`config.mk`:
```
export PLATFORM = sky130hd
export DESIGN_NAME = nibble_serial_adder_ctrl_flat
export DESIGN_NICKNAME = d
export VERILOG_FILES = /design/src/rtl/nibble_serial_adder_ctrl_if.sv /design/src/rtl/nibble_serial_adder_ctrl.sv /design/src/flat_wrapper.sv
export SDC_FILE = /design/constraint.sdc
export NUM_CORES = 1
export LEC_CHECK = 0
export BUFFER_PORTS_ARGS = -buffer_cell sky130_fd_sc_hd__buf_2
export CAP_MARGIN = 20
export CORE_MARGIN = 2
export CORE_UTILIZATION = 35
export DETAILED_ROUTE_END_ITERATION = 10
export GPL_TIMING_DRIVEN = 0
export PLACE_DENSITY = 0.56
export SKIP_LAST_GASP = 1
export SLEW_MARGIN = 10
export SYNTH_ARGS = -nofsm -noshare
export SYNTH_HDL_FRONTEND = slang
export SYNTH_SLANG_ARGS = --single-unit
```
`constraint.sdc`:
```
create_clock -name clk -period 3.35 [get_ports clk]
set_clock_uncertainty 0.1 [all_clocks]
set_input_delay 0.335 -clock clk [delete_from_list [all_inputs] [get_ports clk]]
set_output_delay 0.335 -clock clk [all_outputs]
set_load 0.1 [all_outputs]
```
`src/rtl/nibble_serial_adder_ctrl_if.sv`:
```
// Start/busy/done bus between an upstream controller and the nibble-serial adder.
// Master drives the request (start, op_sub, operands); slave returns result and status.
interface nibble_serial_adder_ctrl_if #(
  parameter int WORDS = 4
);
  localparam int N = 4 * WORDS;

  logic         start;
  logic         op_sub;
  logic [N-1:0] a;
  logic [N-1:0] b;
  logic [N-1:0] result;
  logic         c_out;
  logic         overflow;
  logic         busy;
  logic         done;

  modport master (
    output start, op_sub, a, b,
    input  result, c_out, overflow, busy, done
  );

  modport slave (
    input  start, op_sub, a, b,
    output result, c_out, overflow, busy, done
  );
endinterface

```
`src/rtl/nibble_serial_adder_ctrl.sv`:
```
// Multi-precision add/sub on one 4-bit slice, LSB nibble first; done WORDS cycles after start.
// No backpressure: start is accepted only in IDLE/DONE and silently ignored while busy.
module nibble_serial_adder_ctrl #(
  parameter int WORDS = 4
) (
  input  logic                       clk,
  input  logic                       rst_n,
  nibble_serial_adder_ctrl_if.slave  bus
);
  localparam int IW = (WORDS > 1) ? $clog2(WORDS) : 1;

  typedef enum logic [1:0] {
    IDLE = 2'd0,
    RUN  = 2'd1,
    DONE = 2'd2
  } state_t;

  state_t                  state_q, state_d;
  logic [IW-1:0]           idx_q, idx_d;
  logic                    carry_q, carry_d;
  logic [WORDS-1:0][3:0]   a_q, a_d;
  logic [WORDS-1:0][3:0]   b_q, b_d;
  logic [WORDS-1:0][3:0]   result_q, result_d;
  logic                    c_out_q, c_out_d;
  logic                    overflow_q, overflow_d;
  logic [4:0]              slice_sum;

  // b is stored already inverted for subtraction so the slice only ever adds.
  assign slice_sum = {1'b0, a_q[idx_q]} + {1'b0, b_q[idx_q]} + 5'(carry_q);

  always_comb begin
    state_d    = state_q;
    idx_d      = idx_q;
    carry_d    = carry_q;
    a_d        = a_q;
    b_d        = b_q;
    result_d   = result_q;
    c_out_d    = c_out_q;
    overflow_d = overflow_q;

    case (state_q)
      RUN: begin
        result_d[idx_q] = slice_sum[3:0];
        carry_d         = slice_sum[4];
        if (idx_q == IW'(WORDS - 1)) begin
          c_out_d    = slice_sum[4];
          overflow_d = (a_q[WORDS-1][3] == b_q[WORDS-1][3]) &&
                       (slice_sum[3] != a_q[WORDS-1][3]);
          state_d    = DONE;
        end else begin
          idx_d = idx_q + IW'(1);
        end
      end
      default: begin
        // IDLE and DONE accept a new request identically.
        if (state_q == DONE) begin
          state_d = IDLE;
        end
        if (bus.start) begin
          a_d     = bus.a;
          b_d     = bus.op_sub ? ~bus.b : bus.b;
          carry_d = bus.op_sub;
          idx_d   = '0;
          state_d = RUN;
        end
      end
    endcase
  end

  always_ff @(posedge clk) begin
    if (!rst_n) begin
      state_q    <= IDLE;
      idx_q      <= '0;
      carry_q    <= 1'b0;
      a_q        <= '0;
      b_q        <= '0;
      result_q   <= '0;
      c_out_q    <= 1'b0;
      overflow_q <= 1'b0;
    end else begin
      state_q    <= state_d;
      idx_q      <= idx_d;
      carry_q    <= carry_d;
      a_q        <= a_d;
      b_q        <= b_d;
      result_q   <= result_d;
      c_out_q    <= c_out_d;
      overflow_q <= overflow_d;
    end
  end

  assign bus.result   = result_q;
  assign bus.c_out    = c_out_q;
  assign bus.overflow = overflow_q;
  assign bus.busy     = (state_q == RUN);
  assign bus.done     = (state_q == DONE);
endmodule
```
`src/flat_wrapper.sv`:
```
// flat-port wrapper written by rule: the top's interface ports become plain ports
module nibble_serial_adder_ctrl_flat 
#(
  parameter int WORDS = 4
)
  (clk, rst_n, bus_start, bus_op_sub, bus_a, bus_b, bus_result, bus_c_out, bus_overflow, bus_busy, bus_done);
  nibble_serial_adder_ctrl_if #(.WORDS(WORDS)) bus_i ();
  input  logic clk;
  input  logic rst_n;
  input wire logic [$bits(bus_i.start)-1:0] bus_start;
  input wire logic [$bits(bus_i.op_sub)-1:0] bus_op_sub;
  input wire logic [$bits(bus_i.a)-1:0] bus_a;
  input wire logic [$bits(bus_i.b)-1:0] bus_b;
  output wire logic [$bits(bus_i.result)-1:0] bus_result;
  output wire logic [$bits(bus_i.c_out)-1:0] bus_c_out;
  output wire logic [$bits(bus_i.overflow)-1:0] bus_overflow;
  output wire logic [$bits(bus_i.busy)-1:0] bus_busy;
  output wire logic [$bits(bus_i.done)-1:0] bus_done;
  assign bus_i.start = bus_start;
  assign bus_i.op_sub = bus_op_sub;
  assign bus_i.a = bus_a;
  assign bus_i.b = bus_b;
  assign bus_result = bus_i.result;
  assign bus_c_out = bus_i.c_out;
  assign bus_overflow = bus_i.overflow;
  assign bus_busy = bus_i.busy;
  assign bus_done = bus_i.done;
  nibble_serial_adder_ctrl #(.WORDS(WORDS)) u_core (.clk(clk), .rst_n(rst_n), .bus(bus_i));
endmodule
```
==> tab_implementation.tex <==
\begin{tabular}{lr}
\hline
Metric & Value \\
\hline
\multicolumn{2}{l}{\textbf{Outcome}} \\
\quad Run status & finished, final reports clean \\
\multicolumn{2}{l}{\textbf{Routing}} \\
\quad Total wirelength of the detailed-routed design & 6014 µm \\
\quad DR iter-0 viols & 54 \\
\quad Final routed DRC violation total & 0 \\
\quad Number of search-and-repair iterations in the first detailed-routing pass & 4 \\
\quad Routed metal-1 wirelength & 2908 µm \\
\quad Remaining number of nets flagged by the antenna check after routing & 0 \\
\quad Total length of routed met2 wires & 2719 µm \\
\quad Top routing layer in use & met4 \\
\quad Routed via count divided by cell count & 4.706 \\
\quad Wire length on met3 & 277 µm \\
\quad Wirelength per Cell & 13.70 µm \\
\quad Total via count after detailed routing & 2066 \\
\multicolumn{2}{l}{\textbf{Critical path}} \\
\quad Critical Path Start Type & register \\
\quad Endpoint of the lowest-slack register-to-register path & u\_core.bus.result[2] \\
\quad Start-to-end type of the worst setup path & reg -> reg \\
\quad Worst-path fanout max & 10 \\
\quad Kind of end point of the critical path & register \\
\quad Reg2Reg Setup Slack & 240 ps \\
\quad Destination of the critical timing path & u\_core.bus.result[2] \\
\quad Depth of the worst register-to-register path & 7 \\
\quad Arrival time of data at the critical path endpoint & 3210 ps \\
\quad Crit Reg-Reg Startpoint & u\_core.idx\_q[1] \\
\quad Crit path from & u\_core.idx\_q[1] \\
\quad Worst EP required & 3450 ps \\
\multicolumn{2}{l}{\textbf{Clock tree}} \\
\quad Cts-stage hold buffer count & 0 \\
\quad H-tree Lvls & 2 \\
\quad Clock buffers created by TritonCTS & 5 \\
\quad Post-cts gate resize count & 0 \\
\quad Maximum clock path buffer count & 2 \\
\quad TritonCTS clock tree & done \\
\quad Buffer type at the clock tree root & sky130\_fd\_sc\_hd\_\_clkbuf\_8 \\
\quad Post CTS Setup Buffer Count & 0 \\
\quad Clock-pin slew of the registers on the worst-case setup and hold paths & 90 ps \\
\quad Insertion delay of the later-clocked pin in the worst-skew pair & 300 ps \\
\quad Clock tree sinks & 55 \\
\multicolumn{2}{l}{\textbf{Power}} \\
\quad Relative contribution of sequential cells to total power & 51.0\% \\
\quad Power density relative to cell area & 446.6 nW/µm² \\
\quad Gate power share & 21.2\% \\
\quad Max VDD drop & 0.1722 mV \\
\quad Sw frac & 28.44\% \\
\quad Net Switching & 397.3 µW \\
\quad Reported leakage power & 1.457 nW \\
\quad Proportion of power drawn by the clock network & 27.8\% \\
\quad Cell-internal power & 999.7 µW \\
\multicolumn{2}{l}{\textbf{STA}} \\
\quad Sum of negative setup slack & 0 ps \\
\quad Number of endpoints failing setup at the final stage & 0 \\
\quad Number of slew-limit violations in the final report & 0 \\
\quad Relative max-transition margin & 54.59\% \\
\quad Final period demand of the worst path & 3106 ps \\
\quad Setup repair after global routing missed its margin & no \\
\quad Actual slew at the worst max-slew pin & 681.2 ps \\
\quad Count of final hold-check violations & 0 \\
\quad Achievable frequency & 322.0 MHz \\
\quad Fraction of the cycle the final worst path needs & 92.72\% \\
\multicolumn{2}{l}{\textbf{Finish}} \\
\quad Number of antenna diodes & 0 \\
\quad Number of nets in the layout & 386 \\
\quad Leading cell types in the layout, fill and taps excluded & 72 x sky130\_fd\_sc\_hd\_\_nand2\_1, 62 x sky130\_fd\_sc\_hd\_\_buf\_2, 55 x sky130\_fd\_sc\_hd\_\_dfxtp\_1 \\
\quad Leading cell type in the layout, fill and taps excluded & sky130\_fd\_sc\_hd\_\_nand2\_1 \\
\quad Area growth from synthesis to layout & 18.54\% \\
\quad Share of post-route cells with drive strength above 1 & 24.12\% \\
\quad Number of inserted filler cells in the final layout & 771 \\
\quad Area of all placed cells without fillers & 3128 µm² \\
\multicolumn{2}{l}{\textbf{Place}} \\
\quad Routability congestion estimate & 0.7962 \\
\quad Count of port buffers added during placement & 53 \\
\quad Post-placement cell area & 3028 µm² \\
\quad Total half-perimeter wirelength after legalization and detailed placement & 4483 µm \\
\multicolumn{2}{l}{\textbf{Global route}} \\
\quad Aggregate global routing overflow & 0 \\
\quad Global-route wire length before repair & 10040 µm \\
\quad Global router's overall resource usage & 15.30\% \\
\quad Vias in the first global route & 2076 \\
\quad Number of antenna violations at the first check in global routing & 0 \\
\quad Pin count of the biggest net entering global routing & 16 \\
\multicolumn{2}{l}{\textbf{Min path}} \\
\quad Instance count along the most critical hold path & 3 \\
\quad Type of the tightest min-delay check & in -> reg \\
\multicolumn{2}{l}{\textbf{Floorplanning}} \\
\quad Die ar. & 8250 µm² \\
\quad Width of the die & 90.83 µm \\
\quad DIE HEIGHT & 90.83 µm \\
\quad Core region area & 7292 µm² \\
\quad Placement Rows & 31 \\
\quad Initial Utilization & 36.19\% \\
\quad I/O pin cnt & 56 \\
\multicolumn{2}{l}{\textbf{Yosys}} \\
\quad Post-synthesis average cell area & 9.458 µm² \\
\quad Unique cell type count in the Yosys netlist & 30 \\
\quad Synthesized instance count & 279 \\
\quad Synthesis-stage register bit count & 55 \\
\quad Count of warnings emitted by yosys & 0 \\
\quad Synthesized Nets & 326 \\
\quad Combined area of all synthesized cells & 2639 µm² \\
\quad Share of the yosys chip area belonging to registers & 41.73\% \\
\multicolumn{2}{l}{\textbf{Run}} \\
\quad Max Cap Violations & 0 \\
\hline
\end{tabular}
## sequential cells by signal, indices dropped and copies added, names as in the netlist
register             flops
u_core.idx_q             2
u_core.bus.overflow      1
u_core.state_q           2
u_core.bus.c_out         1
u_core.a_q              16
u_core.carry_q           1
u_core.bus.result       16
u_core.b_q              16
## cell usage after synthesis (all sizes together)
| cell type | instances | area, µm² |
|---|---|---|
| dfxtp | 55 | 1101 |
| fa | 2 | 40.04 |
| o21ai | 6 | 30.03 |
| and2 | 8 | 50.05 |
| a21o | 1 | 8.760 |
| o31ai | 4 | 30.03 |
| nor3 | 2 | 10.01 |
| o221a | 1 | 11.26 |
| or4 | 1 | 7.510 |
| nor2b | 5 | 31.28 |
| a21oi | 3 | 15.01 |
| and3b | 1 | 8.760 |
| nor2 | 2 | 7.510 |
| a21boi | 26 | 195.2 |
| mux4 | 8 | 180.2 |
| nand2b | 1 | 6.260 |
| o211ai | 1 | 7.510 |
| nand3 | 7 | 35.03 |
| nand2 | 72 | 270.3 |
| ha | 9 | 112.6 |
| inv | 4 | 15.01 |
| xnor2 | 17 | 148.9 |
| clkbuf | 10 | 37.54 |
| a31oi | 1 | 6.260 |
| mux2 | 2 | 22.52 |
| o211a | 19 | 190.2 |
| buf | 11 | 60.05 |
## per-layer routing
metal / track usage (%) / vias to the layer above
met5: 0 / -
met4: 5.429 / 0
met3: 3.673 / 12
met2: 24.81 / 47
met1: 19.91 / 934
li1: - / 1073
## critical path, cell delays in order (launching register included)
cell and delay [ps]:
sky130_fd_sc_hd__dfxtp_1 360, sky130_fd_sc_hd__clkbuf_1 540, sky130_fd_sc_hd__mux4_2 440, sky130_fd_sc_hd__fa_1 450, sky130_fd_sc_hd__fa_1 410, sky130_fd_sc_hd__xnor2_1 390
sky130_fd_sc_hd__o21ai_0 150, sky130_fd_sc_hd__and2_1 170
## how the worst min path moves through the flow
stage | to | slack [ps] | start
2_1_floorplan | u_core.a_q[10] | 330 | u_core.a_q[10]
3_3_place_gp | u_core.a_q[0] | 340 | u_core.a_q[0]
3_5_place_dp | u_core.a_q[10] | 340 | u_core.a_q[10]
4_1_cts | u_core.a_q[4] | 150 | bus_a[4]
5_1_grt | u_core.a_q[9] | 150 | bus_a[9]
6_report | u_core.a_q[12] | 160 | bus_a[12]
## cell families (layout without fill, tap and decap cells)
| family | after synthesis | in the layout | share of synthesized area, % |
|---|---|---|---|
| xor gates and xnor gates | 17 | 17 | 5.642 |
| muxes | 10 | 10 | 7.681 |
| AOI/OAI and AO/OA | 62 | 62 | 18.73 |
| and+or+nand+nor | 99 | 99 | 16.17 |
| DFF | 55 | 55 | 41.73 |
| adders and majority gates | 11 | 11 | 5.785 |
| buffers and inverters | 25 | 86 | 4.267 |
## through the flow
step	instances	hold slack (ps)	total power, mW	worst slack (ps)	util [%]
after floorplan	279	331.9	0.9438	624.1	-
after global placement	431	341.1	1.023	272.1	41.52
after detailed placement	431	343.9	1.027	239.6	41.52
after CTS	439	148.2	1.422	207.6	42.90
after global routing	439	147.1	1.475	77.36	42.90
final	439	158.9	1.397	244.0	42.90
## power groups by stage
| stage | registers (mW) | clock network (mW) | logic (mW) |
|---|---|---|---|
| global placement | 0.726 | 0 | 0.297 |
| global route | 0.718 | 0.432 | 0.326 |
| detailed placement | 0.728 | 0 | 0.299 |
| CTS | 0.713 | 0.409 | 0.300 |
| floorplan | 0.759 | 0 | 0.185 |
| finish | 0.713 | 0.389 | 0.296 |
## final cells by class
class / instances / area, µm² / area share [%]
Clock buffer: 8 / 100.1 / 3.200
Buffer: 21 / 97.59 / 3.120
Tap cell: 99 / 123.9 / 3.960
Timing Repair Buffer: 53 / 265.3 / 8.480
Inverter: 4 / 15.01 / 0.4800
Multi-Input combinational cell: 199 / 1425 / 45.56
Sequential cell: 55 / 1101 / 35.20
Note: power is estimated with default switching activity, not from simulation.
